`config.mk`:
```
export PLATFORM = sky130hd
export DESIGN_NAME = ysyx_23060278_ifu_flat
export DESIGN_NICKNAME = d
export VERILOG_FILES = /design/src/rtl/ysyx_23060278_pkg.sv /design/src/rtl/ysyx_23060278_ifu_if.sv /design/src/rtl/ysyx_23060278_ifu.sv /design/src/flat_wrapper.sv
export SDC_FILE = /design/constraint.sdc
export NUM_CORES = 1
export LEC_CHECK = 0
export BUFFER_PORTS_ARGS = -buffer_cell sky130_fd_sc_hd__buf_2
export CAP_MARGIN = 20
export CORE_AREA = 3 3 130 82
export CTS_CLUSTER_SIZE = 12
export DETAILED_ROUTE_END_ITERATION = 10
export DIE_AREA = 0 0 133 85
export HOLD_SLACK_MARGIN = 0.02
export PLACE_DENSITY = 0.75
export SLEW_MARGIN = 20
export SYNTH_ARGS = -nofsm -noshare
export SYNTH_HDL_FRONTEND = slang
export SYNTH_SLANG_ARGS = --single-unit
```
`constraint.sdc`:
```
create_clock -name clk -period 2.95 [get_ports clk]
set_clock_uncertainty 0.2 [all_clocks]
set_input_delay 0.295 -clock clk [delete_from_list [all_inputs] [get_ports clk]]
set_output_delay 0.295 -clock clk [all_outputs]
set_load 0.05 [all_outputs]
```
`src/rtl/ysyx_23060278_pkg.sv`:
```
// Shared definitions for the ysyx_23060278 core.
// Holds the data width, the IFU reset vector, the IFU state encoding and the
// RV32 major opcodes that the fetch, decode and execute stages have in common.
package ysyx_23060278_pkg;

  localparam int unsigned XLEN = 32;
  localparam logic [XLEN-1:0] RESET_PC_DEFAULT = 32'h8000_0000;

  // IFU state encoding
  localparam logic [2:0] IFU_IDLE = 3'd0;
  localparam logic [2:0] IFU_REQ  = 3'd1;
  localparam logic [2:0] IFU_WAIT = 3'd2;
  localparam logic [2:0] IFU_OUT  = 3'd3;
  localparam logic [2:0] IFU_ERR  = 3'd4;

  typedef enum logic [2:0] {
    ST_IDLE = IFU_IDLE,
    ST_REQ  = IFU_REQ,
    ST_WAIT = IFU_WAIT,
    ST_OUT  = IFU_OUT,
    ST_ERR  = IFU_ERR
  } ifu_state_e;

  // RV32 major opcodes (inst[6:0])
  localparam logic [6:0] OPC_JAL    = 7'b110_1111;
  localparam logic [6:0] OPC_JALR   = 7'b110_0111;
  localparam logic [6:0] OPC_BRANCH = 7'b110_0011;
  localparam logic [6:0] OPC_LOAD   = 7'b000_0011;
  localparam logic [6:0] OPC_STORE  = 7'b010_0011;
  localparam logic [6:0] OPC_OP_IMM = 7'b001_0011;
  localparam logic [6:0] OPC_LUI    = 7'b011_0111;
  localparam logic [6:0] OPC_AUIPC  = 7'b001_0111;

  function automatic logic word_aligned(input logic [XLEN-1:0] addr);
    return addr[1:0] == 2'b00;
  endfunction

endpackage

```
`src/rtl/ysyx_23060278_ifu_if.sv`:
```
// Instruction memory port between the fetch unit and instruction memory.
//   imem_req_valid  : request valid (master -> slave)
//   imem_req_ready  : request accepted this cycle (slave -> master)
//   imem_addr       : word fetch address (master -> slave)
//   imem_resp_valid : one-cycle pulse per accepted request (slave -> master)
//   imem_resp_data  : instruction word (slave -> master)
interface ysyx_23060278_ifu_if;
  import ysyx_23060278_pkg::*;

  logic            imem_req_valid;
  logic            imem_req_ready;
  logic [XLEN-1:0] imem_addr;
  logic            imem_resp_valid;
  logic [31:0]     imem_resp_data;

  modport master (
    output imem_req_valid, imem_addr,
    input  imem_req_ready, imem_resp_valid, imem_resp_data
  );

  modport slave (
    input  imem_req_valid, imem_addr,
    output imem_req_ready, imem_resp_valid, imem_resp_data
  );
endinterface

```
`src/rtl/ysyx_23060278_ifu.sv`:
```
// Instruction fetch unit.
// Holds the PC, issues one word request at a time on the imem port, registers
// the returned word and offers it with its PC to the decoder over a
// valid/ready handshake. Redirects from execute are accepted in any state; a
// response already in flight when a redirect arrives is dropped (discard).
// A misaligned redirect target parks the unit in ERR until an aligned one.
// Ports:
//   clk, rst_n       : clock, asynchronous active-low reset
//   imem             : instruction memory port (master side)
//   inst_valid/ready : handshake to decoder, inst / inst_pc carry the payload
//   redirect_valid/pc: next-PC override from execute
//   misalign         : sticky, last redirect target not word aligned
module ysyx_23060278_ifu
  import ysyx_23060278_pkg::*;
#(
  parameter logic [XLEN-1:0] RESET_PC = RESET_PC_DEFAULT
) (
  input  logic                       clk,
  input  logic                       rst_n,
  ysyx_23060278_ifu_if.master        imem,
  output logic                       inst_valid,
  input  logic                       inst_ready,
  output logic [31:0]                inst,
  output logic [XLEN-1:0]            inst_pc,
  input  logic                       redirect_valid,
  input  logic [XLEN-1:0]            redirect_pc,
  output logic                       misalign
);

  ifu_state_e      state, state_n;
  logic [XLEN-1:0] pc, pc_n;
  logic [XLEN-1:0] inst_pc_n;
  logic [31:0]     inst_n;
  logic            discard, discard_n;
  logic            misalign_n;
  logic            redir_bad;

  assign redir_bad = !word_aligned(redirect_pc);

  // NOTE: state and registered outputs use non-blocking assignments so every
  // flop samples the pre-edge values regardless of statement order.
  // NOTE: the instruction buffer is a plain register, not a memory, so it is
  // reset like the rest of the state and never shows X to the decoder.
  always_ff @(posedge clk or negedge rst_n) begin
    if (!rst_n) begin
      state    <= ST_IDLE;
      pc       <= RESET_PC;
      inst     <= '0;
      inst_pc  <= '0;
      discard  <= 1'b0;
      misalign <= 1'b0;
    end else begin
      state    <= state_n;
      pc       <= pc_n;
      inst     <= inst_n;
      inst_pc  <= inst_pc_n;
      discard  <= discard_n;
      misalign <= misalign_n;
    end
  end

  // misalign doubles as the "go to ERR after the stale response" marker, so
  // every redirect rewrites it and the drain of a discarded response picks
  // ERR or REQ from it.
  // NOTE: every variable gets its hold value first so no path infers a latch.
  always_comb begin
    state_n    = state;
    pc_n       = pc;
    inst_n     = inst;
    inst_pc_n  = inst_pc;
    discard_n  = discard;
    misalign_n = misalign;

    case (state)
      ST_IDLE, ST_OUT: begin
        if (redirect_valid) begin
          pc_n       = redirect_pc;
          misalign_n = redir_bad;
          state_n    = redir_bad ? ST_ERR : ST_REQ;
        end else if (state == ST_IDLE) begin
          state_n = ST_REQ;
        end else if (inst_ready) begin
          pc_n    = pc + XLEN'(4);
          state_n = ST_REQ;
        end
      end

      ST_REQ: begin
        if (redirect_valid) begin
          pc_n       = redirect_pc;
          misalign_n = redir_bad;
          if (imem.imem_req_ready) begin
            // Request went out with the old PC; its answer must be dropped.
            discard_n = 1'b1;
            state_n   = ST_WAIT;
          end else begin
            state_n = redir_bad ? ST_ERR : ST_REQ;
          end
        end else if (imem.imem_req_ready) begin
          state_n = ST_WAIT;
        end
      end

      ST_WAIT: begin
        if (redirect_valid) begin
          pc_n       = redirect_pc;
          misalign_n = redir_bad;
          if (imem.imem_resp_valid) begin
            discard_n = 1'b0;
            state_n   = redir_bad ? ST_ERR : ST_REQ;
          end else begin
            discard_n = 1'b1;
          end
        end else if (imem.imem_resp_valid) begin
          if (discard) begin
            discard_n = 1'b0;
            state_n   = misalign ? ST_ERR : ST_REQ;
          end else begin
            inst_n    = imem.imem_resp_data;
            inst_pc_n = pc;
            state_n   = ST_OUT;
          end
        end
      end

      ST_ERR: begin
        if (redirect_valid) begin
          pc_n = redirect_pc;
          if (!redir_bad) begin
            misalign_n = 1'b0;
            state_n    = ST_REQ;
          end
        end
      end

      default: state_n = ST_IDLE;
    endcase
  end

  assign imem.imem_req_valid = (state == ST_REQ);
  assign imem.imem_addr      = pc;
  assign inst_valid          = (state == ST_OUT) && !discard;

endmodule

```
`src/flat_wrapper.sv`:
```
// flat-port wrapper written by rule: the top's interface ports become plain ports
module ysyx_23060278_ifu_flat import ysyx_23060278_pkg::*;
#(
  parameter logic [XLEN-1:0] RESET_PC = RESET_PC_DEFAULT
)
  (clk, rst_n, inst_valid, inst_ready, inst, inst_pc, redirect_valid, redirect_pc, misalign, imem_imem_req_valid, imem_imem_addr, imem_imem_req_ready, imem_imem_resp_valid, imem_imem_resp_data);
  ysyx_23060278_ifu_if imem_i ();
  input  logic clk;
  input  logic rst_n;
  output logic inst_valid;
  input  logic inst_ready;
  output logic [31:0] inst;
  output logic [XLEN-1:0] inst_pc;
  input  logic redirect_valid;
  input  logic [XLEN-1:0] redirect_pc;
  output logic misalign;
  output wire logic [$bits(imem_i.imem_req_valid)-1:0] imem_imem_req_valid;
  output wire logic [$bits(imem_i.imem_addr)-1:0] imem_imem_addr;
  input wire logic [$bits(imem_i.imem_req_ready)-1:0] imem_imem_req_ready;
  input wire logic [$bits(imem_i.imem_resp_valid)-1:0] imem_imem_resp_valid;
  input wire logic [$bits(imem_i.imem_resp_data)-1:0] imem_imem_resp_data;
  assign imem_imem_req_valid = imem_i.imem_req_valid;
  assign imem_imem_addr = imem_i.imem_addr;
  assign imem_i.imem_req_ready = imem_imem_req_ready;
  assign imem_i.imem_resp_valid = imem_imem_resp_valid;
  assign imem_i.imem_resp_data = imem_imem_resp_data;
  ysyx_23060278_ifu #(.RESET_PC(RESET_PC)) u_core (.clk(clk), .rst_n(rst_n), .imem(imem_i), .inst_valid(inst_valid), .inst_ready(inst_ready), .inst(inst), .inst_pc(inst_pc), .redirect_valid(redirect_valid), .redirect_pc(redirect_pc), .misalign(misalign));
endmodule
```
==> results.toml, run 1 <==
[sta]
timing.final.max_slew_violations = 0
fmax_mhz = 364.7
hold_violations = 0
period_minus_slack_ns = 2.742
fin_tns_setup_ns = 0
rsz0062_at_grt = "false"
tightest_slew_ns = 0.9026
period_share_pct = 92.95
relSlewSlack_pct = 39.28
setup_violations = 0

[detailed_routing]
drc = 0
ant_nets = 0
drtIter0Drc = 314
vias = 4366
wl_um = 13820
dr.pass1.iters = 5
wire_per_inst_um = 17.81
viasPerCell = 5.626

[placed_design]
dp.cells = 717
place_hpwl_um = 9545
io_buffers = 168
place_congestion = 0.8177

[logic_synthesis]
synth.avg_cell_area_um2 = 10.97
synth_top_cell_by_area = "dfrtp_1"
synth.top_cell.area_share_pct = 52.83
synthFlopType = "dfrtp_1"
synthCells = 432
synth_edf_count = 0
syn_area_um2 = 4737
netlist_top_cells_count = "dfrtp_1, mux2_2, nand2_1"
yosysMostFrequentCell = "dfrtp_1"
ys_warn_count = 0
async_reset_ff_share_pct = 100.0
synthTopCellsByArea = "dfrtp_1, mux2_2, a21oi_1"
syn_nets = 503
seq_area_frac_synth_pct = 53.38
ys_types = 62
synth_seq_cells = 101

[power]
switching_share_pct = 52.70
internal-power_w = 0.003760
comb_power_share_pct = 53.6
p_leak_nw = 3.154
ir_worst_vdd_uv = 499.3
pwr-share-clk_pct = 14.0
seqPwrFrac_pct = 32.4
cellPowerDensity_nw_per_um2 = 1233
p_sw_w = 0.004189

[global_route]
antenna_found_initial = 0
grt_pass1_wl_um = 22200
grt_pass1_vias = 4276
grt-ovfl-total = 0
grt_max_degree = 54
track_usage_pct = 24.45

[setup_path]
cp_common_cell = "nand3_1"
slowest_stage = "nor4_1"
ff2ff_path_depth = 5
worstSetupPathType = "flip-flop to flip-flop"
worstPathArrival_ns = 2.75
end_kind = "flip-flop"
cp_top_family = "simple AND/OR/NAND/NOR gates"
r2r_slack_ns = 0.21
path_cells = "nand3_1 -> or2_2 -> nor4_1 -> nand3_1 -> o311ai_0"
crit_fanout = 8
r2r-end = "u_core.imem.imem_addr[31]"
slowest_delay_ns = 0.80
crit_buf_inv = 0
reg2reg_from = "u_core.imem.imem_addr[14]"
required_ns = 2.96
cp-start-kind = "flip-flop"
worst-path-stages = 5

[clock_tree]
cts_tree = "built"
clk_latency_ns = 0.34
cts-root-buf = "clkbuf_16"
htreeDepth = 3
hold_buffers = 44
clockBufferDepth = 2
numCtsBuffers = 9
cts_resized = 0
cts_setup_buffers = 0
cts.sinks = 101
clk_pin_slew_ns = 0.06

[finish]
num_antenna_cells = 0
layout-drive-gt1-share_pct = 40.72
fillerInstances = 766
syn_to_final_growth_pct = 36.05
nets = 708
instances_no_fill = 776

[hold_path]
hp-start = "redirect_pc[22]"
hold_class = "primary input to flip-flop"
hold_end = "u_core.imem.imem_addr[22]"
hold_depth = 3

[floorplan]
num_rows = 28
start_util_pct = 49.17
ios = 169
die_width_um = 133
core_area_um2 = 9634
die-area_um2 = 11310
die_y_um = 85

[status]
status = "finished clean"

[run]
cap_violations = 0
==> worst max-delay path by stage <==
stage	endpoint	slack (ns)	startpoint
final	u_core.imem.imem_addr[31]	0.21	u_core.imem.imem_addr[14]
after global routing	u_core.imem.imem_addr[31]	0.13	u_core.imem.imem_addr[14]
after floorplan	u_core.imem.imem_addr[26]	0.16	u_core.imem.imem_addr[7]
after CTS	u_core.imem.imem_addr[31]	0.28	u_core.imem.imem_addr[14]
after detailed placement	u_core.imem.imem_addr[31]	0.32	u_core.imem.imem_addr[14]
after global placement	u_core.imem.imem_addr[30]	0.43	u_core.imem.imem_addr[7]
==> power groups by stage <==
| stage | Sequential [W] | Clock [W] | Combinational (W) |
|---|---|---|---|
| after global routing | 0.00267 | 0.00121 | 0.00447 |
| final | 0.00258 | 0.00111 | 0.00426 |
| after floorplan | 0.00440 | 0 | 0.00125 |
| after CTS | 0.00255 | 0.00114 | 0.00425 |
| after detailed placement | 0.00257 | 0 | 0.00419 |
| after global placement | 0.00252 | 0 | 0.00413 |
==> worst reg2reg max path, cell delays in order (launching register included) <==
cell and delay, ns:
dfrtp_1 0.48, nand3_1 0.20, or2_2 0.41, nor4_1 0.80, nand3_1 0.15, o311ai_0 0.38
==> placed cells by master, fill, tap and decap left out, types with 3 or more instances in the layout <==
cell type      count
buf_2            167
dfrtp_1          100
mux2_2            60
dlygate4sd3_1     44
nand2_1           39
nor2_1            30
a21oi_1           30
o21ai_0           23
nand3_1           17
clkbuf_16          9
a22oi_1            7
o211ai_1           6
nor4_1             6
buf_4              6
inv_1              5
a31oi_1            5
or4_1              5
nor3_1             4
nand4_1            4
o22ai_1            4
nand2b_1           3
and3_1             3
a22o_1             3
o41ai_1            3
a41o_1             3
clkbuf_8           3
buf_12             3
==> metal layers <==
layer / vias to the layer above / wire [µm] / global-route usage (%)
li1: 2008 / - / -
met1: 2127 / 5979 / 32.78
met2: 209 / 6561 / 40.42
met3: 22 / 1031 / 5.628
met4: 0 / 248 / 6.698
met5: - / 0 / 0
==> through the flow <==
step	cell area [µm²]	power, W	setup slack [ns]	util, %	hold WS [ns]
global placement	5725	0.006655	0.4307	59.43	0.1778
global route	6445	0.008344	0.1337	66.90	0.04955
finish	6445	0.007949	0.2080	66.90	0.03271
detailed placement	5725	0.006765	0.3217	59.43	0.1853
CTS	6445	0.007942	0.2751	66.90	0.02594
floorplan	4737	0.005644	0.1622	-	-0.2006
==> state kept, by name (all words and copies together) (netlist names) <==
signal                 flops
u_core.discard             1
u_core.inst_pc            32
u_core.imem.imem_addr     32
u_core.inst               32
u_core.state               3
u_core.misalign            1
==> kinds of logic (layout without fill, tap and decap cells) <==
| kind of cell | after synthesis | count (layout) | share of synthesized area [%] |
|---|---|---|---|
| fa+ha+maj | 1 | 1 | 0.2641 |
| simple gates | 131 | 131 | 13.95 |
| buf+inv | 31 | 240 | 3.143 |
| mux | 61 | 61 | 14.47 |
| xor+xnor | 1 | 1 | 0.1849 |
| compound gates | 106 | 106 | 14.61 |
| flops | 101 | 101 | 53.38 |
==> final cells by class <==
class                   count  area [µm²]  area share, %
flip-flops and latches    101        2529          39.24
repair buffers            220        1381          21.43
inverters                   5       18.77         0.2912
well taps                 135       168.9          2.621
clock buffers              14       274.0          4.252
multi-input cells         300        2068          32.09
clock inverters             1       5.005        0.07765
(Power assumes the default switching activity.)
==> inputs of run 2 (changes only) <==
Clock period 2.95 ns to 3.1 ns, I/O delays scaled along.
==> results.toml, run 2 (synthesis gave the netlist of run 1 again) <==
[placed_design]
place_congestion = 0.8502
place_hpwl_um = 9666
io_buffers = 168

[floorplan]
core_area_um2 = 9634
die_width_um = 133
num_rows = 28
die-area_um2 = 11310
ios = 169
die_y_um = 85
start_util_pct = 49.17

[sta]
tightest_slew_ns = 0.7442
hold_violations = 0
fin_tns_setup_ns = 0
period_minus_slack_ns = 2.619
fmax_mhz = 381.8
hold_slack_ns = 0.02174
setup_violations = 0
rsz0062_at_grt = "false"
period_share_pct = 84.48
timing.final.max_slew_violations = 0
relSlewSlack_pct = 49.93

[run]
cap_violations = 0

[global_route]
grt_max_degree = 59
grt_pass1_vias = 4228
track_usage_pct = 24.34
grt_pass1_wl_um = 22020
grt-ovfl-total = 0
antenna_found_initial = 1

[detailed_routing]
drc = 0
route.met2.wl_um = 6459
wl_um = 13650
met1_length_um = 5962
wire_per_inst_um = 17.65
drtIter0Drc = 395
dr.pass1.iters = 5
vias = 4315
ant_nets = 0
viasPerCell = 5.582
met3_length_um = 992
highest_layer = "met5"

[finish]
final_common_cell = "buf_2"
finish.utilization_pct = 66.88
nets = 704
syn_to_final_growth_pct = 36.03
layout-drive-gt1-share_pct = 41.54
num_antenna_cells = 0
final_cell_mix = "buf_2, dfrtp_1, mux2_2, nand2_1, dlygate4sd3_1"

[setup_path]
cp-start-kind = "flip-flop"
worstSetupPathType = "flip-flop to flip-flop"
ff2ff_path_depth = 5
end_kind = "flip-flop"
crit_fanout = 9
crit_start = "u_core.imem.imem_addr[7]"
required_ns = 3.18
worstPathArrival_ns = 2.70
slowest_stage = "or4_4"
path_cells = "nand3_2 -> or4_4 -> or3_1 -> or4_1 -> nand3_1"
r2r_slack_ns = 0.48
slowest_delay_ns = 0.59
reg2reg_from = "u_core.imem.imem_addr[7]"

[clock_tree]
cts-root-buf = "clkbuf_16"
numCtsBuffers = 9
cts_tree = "built"
clk_pin_slew_ns = 0.07
clk_latency_ns = 0.34
clockBufferDepth = 2
htreeDepth = 3
cts.sinks = 101
cts_resized = 0
cts_setup_buffers = 0

[status]
status = "finished clean"

[hold_path]
hold_depth = 3
hold_class = "primary input to flip-flop"
hp-start = "redirect_pc[6]"

[power]
cellPowerDensity_nw_per_um2 = 1200
ir_worst_vdd_uv = 526.5
power.total_w = 0.007730
p_leak_nw = 3.163
## run 2: layer usage
layer,up-vias,track usage (%)
met5,-,0
met4,2,6.321
met3,19,5.746
met2,195,39.23
met1,2095,33.50
li1,2004,-
## run 2: path summary, 6_finish.rpt
check,end
worst max-delay path,u_core.imem.imem_addr[30]
worst min-delay path,u_core.imem.imem_addr[6]
worst max register to register,u_core.imem.imem_addr[30]
worst min register to register,u_core.inst_pc[23]
max in group asynchronous,u_core.inst_pc[19]
min in group asynchronous,u_core.inst[25]
## run 2: worst max-delay path, delay by kind of cell, from the launching register on
family        cells  cell delay (ns)
flops             1             0.51
simple gates      5             1.85
## run 2: metrics by stage
step | cell area, µm² | setup slack, ns | cells
detailed placement | 5708 | 0.5179 | 718
global placement | 5708 | 0.5829 | 718
CTS | 6444 | 0.5095 | 773
finish | 6444 | 0.4810 | 773
floorplan | 4737 | 0.3122 | 432
global route | 6444 | 0.3381 | 773
## run 2: power breakdown
part	switching, W	leakage (nW)	total [W]	internal (W)
registers	0.000569	1.26	0.00244	0.00188
clock network	0.000474	0.172	0.00127	0.000794
logic	0.00294	1.73	0.00402	0.00108
total	0.00398	3.16	0.00773	0.00375
## run 2: cell type report
class	count	area, µm²
Inverter	5	18.77
Sequential cell	101	2529
Multi-Input combinational cell	300	2068
Tap cell	135	168.9
Timing Repair Buffer	216	1314
Clock buffer	13	280.3
Fill cell	753	3191
Clock inverter	3	65.06
## run 2: repair_timing
item                                    in CTS  in global routing
endpoints found under the setup margin       0                  0
endpoints found under the hold margin       93                  0
hold buffers                                39                  0
